File: config.mk
export PLATFORM = sky130hd
export DESIGN_NAME = keypad_scanner
export DESIGN_NICKNAME = d
export VERILOG_FILES = /design/src/rtl/keypad_pkg.sv /design/src/rtl/sync_2ff.sv /design/src/rtl/keypad_scanner.sv
export SDC_FILE = /design/constraint.sdc
export NUM_CORES = 1
export LEC_CHECK = 0
export BUFFER_PORTS_ARGS = -buffer_cell sky130_fd_sc_hd__buf_4
export CORE_MARGIN = 2
export CORE_UTILIZATION = 55
export DETAILED_ROUTE_END_ITERATION = 10
export PLACE_DENSITY = 0.69
export RECOVER_POWER = 100
export SYNTH_ARGS = -nofsm -noshare
export SYNTH_HDL_FRONTEND = slang
export SYNTH_SLANG_ARGS = --single-unit
File: constraint.sdc
create_clock -name clk -period 28.9 [get_ports clk]
set_input_delay 5.78 -clock clk [delete_from_list [all_inputs] [get_ports clk]]
set_output_delay 5.78 -clock clk [all_outputs]
set_load 0.005 [all_outputs]
File: src/rtl/keypad_pkg.sv
// Shared types and helpers for the 4x4 keypad scanner.
// Candidate classification turns one full scan map into NONE/KEY/GHOST.
package keypad_pkg;

  typedef enum logic {
    KP_IDLE,
    KP_PRESSED
  } kp_state_t;

  typedef enum logic [1:0] {
    CAND_NONE,
    CAND_KEY,
    CAND_GHOST
  } cand_kind_t;

  typedef struct packed {
    cand_kind_t kind;
    logic [3:0] code;
  } cand_t;

  localparam int KP_ROWS = 4;
  localparam int KP_COLS = 4;
  localparam int KP_KEYS = KP_ROWS * KP_COLS;

  localparam logic [3:0] ROW_RESET = 4'b1110;

  localparam cand_t CAND_RESET = '{
    kind: CAND_NONE,
    code: 4'h0
  };

  // Code is forced to zero unless exactly one key is down,
  // so equal candidates always compare equal bit-for-bit.
  function automatic cand_t classify(
    input logic [KP_KEYS-1:0] map
  );
    cand_t      c;
    logic [4:0] n;
    logic [3:0] idx;
    n   = '0;
    idx = '0;
    for (int i = 0; i < KP_KEYS; i++) begin
      if (map[i]) begin
        n   = n + 5'd1;
        idx = 4'(i);
      end
    end
    c.kind = CAND_NONE;
    c.code = 4'h0;
    if (n == 5'd1) begin
      c.kind = CAND_KEY;
      c.code = idx;
    end else if (n >= 5'd2) begin
      c.kind = CAND_GHOST;
    end
    return c;
  endfunction

endpackage

File: src/rtl/sync_2ff.sv
// Two-flop synchronizer for asynchronous inputs.
// Resets to all-ones so idle pulled-up lines read as released.
module sync_2ff #(
  parameter int W = 4
) (
  input  logic         clk,
  input  logic         arstn,
  input  logic [W-1:0] d,
  output logic [W-1:0] q
);

  logic [W-1:0] meta;

  // Two register stages to resolve metastability.
  always_ff @(posedge clk or negedge arstn) begin
    if (!arstn) begin
      meta <= '1;
      q    <= '1;
    end else begin
      meta <= d;
      q    <= meta;
    end
  end

endmodule

File: src/rtl/keypad_scanner.sv
// 4x4 matrix keypad scanner with scan-level debounce.
// Reports one accepted key with press/release pulses.
module keypad_scanner
  import keypad_pkg::*;
#(
  parameter int SCAN_DIV       = 50000,
  parameter int DEBOUNCE_SCANS = 4
) (
  input  logic       clk,
  input  logic       arstn,
  input  logic [3:0] col_in,
  output logic [3:0] row_drive,
  output logic [3:0] key_code,
  output logic       key_valid,
  output logic       key_release,
  output logic       key_held
);

  localparam int DW = $clog2(SCAN_DIV);
  localparam int BW = $clog2(DEBOUNCE_SCANS + 1);

  localparam logic [DW-1:0] DIV_LAST = DW'(SCAN_DIV - 1);
  localparam logic [BW-1:0] DEB_MAX  = BW'(DEBOUNCE_SCANS);
  localparam logic [BW-1:0] DEB_ONE  = BW'(1);
  localparam logic [1:0]    ROW_LAST = 2'(KP_ROWS - 1);

  logic [3:0]         col_sync;
  logic [DW-1:0]      div_cnt;
  logic [1:0]         row_idx;
  logic [KP_KEYS-1:0] scan_map;
  logic [KP_KEYS-1:0] map_next;
  logic               tick;
  logic               scan_end;
  cand_t              cand;
  cand_t              prev_cand;
  logic [BW-1:0]      deb_cnt;
  logic [BW-1:0]      deb_next;
  logic               accept;
  kp_state_t          state;
  logic               pend;
  logic [3:0]         pend_code;

  sync_2ff #(
    .W(KP_COLS)
  ) u_sync (
    .clk  (clk),
    .arstn(arstn),
    .d    (col_in),
    .q    (col_sync)
  );

  assign tick     = (div_cnt == DIV_LAST);
  assign scan_end = tick && (row_idx == ROW_LAST);

  // Map as it will look once the current row is sampled,
  // so the last row takes part in this scan's candidate.
  always_comb begin
    map_next = scan_map;
    map_next[{row_idx, 2'b00} +: 4] = ~col_sync;
  end

  assign cand = classify(map_next);

  // Run length of identical non-ghost candidates.
  always_comb begin
    deb_next = deb_cnt;
    if (cand == prev_cand) begin
      if (deb_cnt != DEB_MAX) begin
        deb_next = deb_cnt + DEB_ONE;
      end
    end else begin
      deb_next = DEB_ONE;
    end
  end

  assign accept = scan_end
               && (cand.kind != CAND_GHOST)
               && (deb_next == DEB_MAX);

  // Row divider, strobe rotation, scan map and debounce history.
  always_ff @(posedge clk or negedge arstn) begin
    if (!arstn) begin
      div_cnt   <= '0;
      row_idx   <= '0;
      row_drive <= ROW_RESET;
      scan_map  <= '0;
      prev_cand <= CAND_RESET;
      deb_cnt   <= '0;
    end else if (tick) begin
      div_cnt   <= '0;
      row_idx   <= row_idx + 2'd1;
      row_drive <= {row_drive[2:0], row_drive[3]};
      scan_map  <= map_next;
      if (scan_end && cand.kind != CAND_GHOST) begin
        prev_cand <= cand;
        deb_cnt   <= deb_next;
      end
    end else begin
      div_cnt <= div_cnt + DW'(1);
    end
  end

  // Press/release FSM; a slide to another key goes through
  // one IDLE clock carrying the release before the new press.
  always_ff @(posedge clk or negedge arstn) begin
    if (!arstn) begin
      state       <= KP_IDLE;
      key_code    <= '0;
      key_valid   <= 1'b0;
      key_release <= 1'b0;
      key_held    <= 1'b0;
      pend        <= 1'b0;
      pend_code   <= '0;
    end else begin
      key_valid   <= 1'b0;
      key_release <= 1'b0;
      unique case (state)
        KP_IDLE: begin
          if (pend) begin
            state     <= KP_PRESSED;
            key_code  <= pend_code;
            key_valid <= 1'b1;
            key_held  <= 1'b1;
            pend      <= 1'b0;
          end else if (accept && cand.kind == CAND_KEY) begin
            state     <= KP_PRESSED;
            key_code  <= cand.code;
            key_valid <= 1'b1;
            key_held  <= 1'b1;
          end
        end
        KP_PRESSED: begin
          if (accept) begin
            if (cand.kind == CAND_NONE) begin
              state       <= KP_IDLE;
              key_release <= 1'b1;
              key_held    <= 1'b0;
            end else if (cand.code != key_code) begin
              state       <= KP_IDLE;
              key_release <= 1'b1;
              key_held    <= 1'b0;
              pend        <= 1'b1;
              pend_code   <= cand.code;
            end
          end
        end
        default: state <= KP_IDLE;
      endcase
    end
  end

endmodule
==> out/qor.csv <==
metric,value,unit
synthDistinctLibCells,77,
antenna_found_initial,0,
num_vias,4404,
fin_tns_setup,0,ns
hold_ws,0.356,ns
layout-drive-gt1-share,10.6,%
clkSinkCount,68,
dr.max_layer_used,met4,
grt-ovfl-total,0,
violations,"capacitance limit, slew limit",
p_leak,2.50,nW
wl_met2,5.53,mm
place_ws,17.24,ns
ys_top_cells_by_count,"79 x nand2_1, 60 x nor2_1, 57 x dfrtp_1, 35 x xnor2_1, 33 x o21ai_0",
synth_top_cells_by_area,"dfrtp_1 26%, xnor2_1 5.7%, nand2_1 5.5%",
yosys.area.top_type,dfrtp_1,
hold_violations,0,
drc,0,
cts_resized,0,
synthArstFlopShare,100,%
route.detailed.wl_per_inst,14.8,um
cts_hold_buf,0,
cts_made_buffers,9,
setup_violations,0,
slew_headroom,-136,%
wl_met1,5.29,mm
drv_cap,1,
area_growth,7.05,%
rsz0062_at_grt,false,
worstSetupPathType,reg2reg,
coreArea,9640,um2
multi_input_area,3470,um2
fill_cells,878,
gp_congestion,0.895,
design_area,5780,um2
die_w,103,um
drv_slew,69,
synthFlopType,dfrtp_1,
diodes,0,
grt_pass1_vias,4213,
portBuffers,16,
initialDrtViolationCount,207,
status,finished with violations,
critPathMaxStageDelay,0.57,ns
fmax,82.4,MHz
synth_area,5400,um2
synth.most_common_cell,nand2_1,
clockRootBuffer,clkbuf_8,
io_pins,17,
ant_nets,0,
yosysWarnings,0,
cp.required,29.13,ns
setup_ws,16.76,ns
period_share,42.0,%
cpMaxStageDelayCell,dfrtp_1,
clock_latency,0.35,ns
crit_top_cell,ha_1,
cts_buffer_depth,2,
rows,36,
synth_nets,644,
drt_pre_antenna_iters,5,
dr_wl_met3,385,um
fin_nets,657,
synth_enable_flop_cells,0,
p_per_area,36.1,nW/um2
synth_cells,616,
dieArea,10600,um2
layout_min_cycle_time,12.14,ns
crit_path_start_kind,register,
grt_max_degree,69,
initial_core_util,56.0,%
routed_wl,11.3,mm
critPathCaptureType,register,
syn_area_per_cell,8.76,um2
synth_seq_cells,68,
placed_cell_area,5630,um2
grt_pass1_wl,19.6,mm
grt_usage,23.1,%
hold_class,reg2reg,
dpl.hpwl,8.52,mm
tritoncts,built,
worstPathMaxFanout,12,
clkTransAtPathRegs,0.07,ns
cts_setup_buffers,0,
die_y,103,um
synth.yosys.seq_area_share,31.8,%
htreeDepth,3,
synth_top_area_share,26.4,%
seq_area,1720,um2
viasPerCell,5.74,
ir_drop,0.0430,mV
fin_skew,0.0128,ns
tightest_slew,3.54,ns
crit_arrival,12.36,ns
==> kinds of logic after synthesis <==
group                      count (synthesis)  share of synthesized area, %
muxes                                     30                          5.86
adders and majority gates                 22                          5.10
xor gates and xnor gates                  71                          14.4
and+or+nand+nor                          248                          22.7
buffers and inverters                     43                          3.41
AOI/OAI and AO/OA                        134                          16.7
DFF                                       68                          31.8
==> layout by cell type, fill, tap and decap left out, types with 8 or more instances in the layout <==
cell / instances
and3_1: 8
dfstp_2: 8
nand2_1: 80
xnor2_1: 35
nand2b_1: 10
o22ai_1: 12
mux2_2: 8
clkbuf_8: 10
a21oi_1: 30
xor2_1: 23
inv_1: 23
nor3_1: 17
mux2i_1: 17
ha_1: 22
dfrtp_1: 57
clkbuf_4: 12
nor2_1: 60
nand3_1: 24
o21ai_0: 35
==> sequential cells by signal (all words and copies together), names as in the netlist <==
signal / cells
u_sync.q: 4
state: 1
prev_cand: 6
u_sync.meta: 4
pend: 1
key_release: 1
key_code: 4
scan_map: 16
pend_code: 4
deb_cnt: 3
div_cnt: 16
row_drive: 4
key_valid: 1
row_idx: 2
key_held: 1
==> final timing paths <==
kind	startpoint	to	slack, ns	cells past startpoint
max	row_idx[0]	pend_code[3]	16.76	56
min	u_sync.meta[3]	u_sync.q[3]	0.36	0
max reg2reg	row_idx[0]	pend_code[3]	16.76	56
min reg2reg	u_sync.meta[3]	u_sync.q[3]	0.36	0
max in group asynchronous	arstn	div_cnt[1]	20.28	1
min in group asynchronous	arstn	key_code[2]	6.64	1
==> worst max-delay path: cells and delay by family (launching register included) <==
| family | cells | cell delay [ns] |
|---|---|---|
| AO/OA/AOI/OAI | 14 | 2.38 |
| XOR/XNOR | 4 | 1.21 |
| adder cells (fa/ha/maj) | 13 | 3.98 |
| buffers and inverters | 4 | 0.44 |
| flip-flops | 1 | 0.57 |
| multiplexers | 3 | 0.60 |
| AND/OR/NAND/NOR | 18 | 2.84 |
==> layout make-up <==
class	count	area share, %
Clock buffer	12	2.51
Clock inverter	4	0.845
Inverter	25	1.65
Multi-Input combinational cell	505	60.1
Sequential cell	68	29.7
Tap cell	133	2.88
Timing Repair Buffer	20	2.34
==> report_power, final <==
group	leakage, nW	internal, mW	switching, mW
clock	0.100	0.0421	0.0348
sequential	0.898	0.0962	0.000652
combinational	1.50	0.0143	0.0206
total	2.50	0.153	0.0561
==> per-stage QoR <==
| step | utilization, % | cells | total power, mW |
|---|---|---|---|
| after floorplan | - | 616 | 0.126 |
| after global placement | 58.4 | 751 | 0.133 |
| after detailed placement | 58.4 | 751 | 0.134 |
| after CTS | 60.4 | 767 | 0.212 |
| after global routing | 59.9 | 767 | 0.220 |
| final | 59.9 | 767 | 0.209 |
==> routing by layer <==
layer  up-vias  GRT usage (%)
met5         -              0
met3        10           3.86
li1       2222              -
met4         0           5.36
met1      2087           30.2
met2        85           40.2
(Power assumes the default switching activity.)
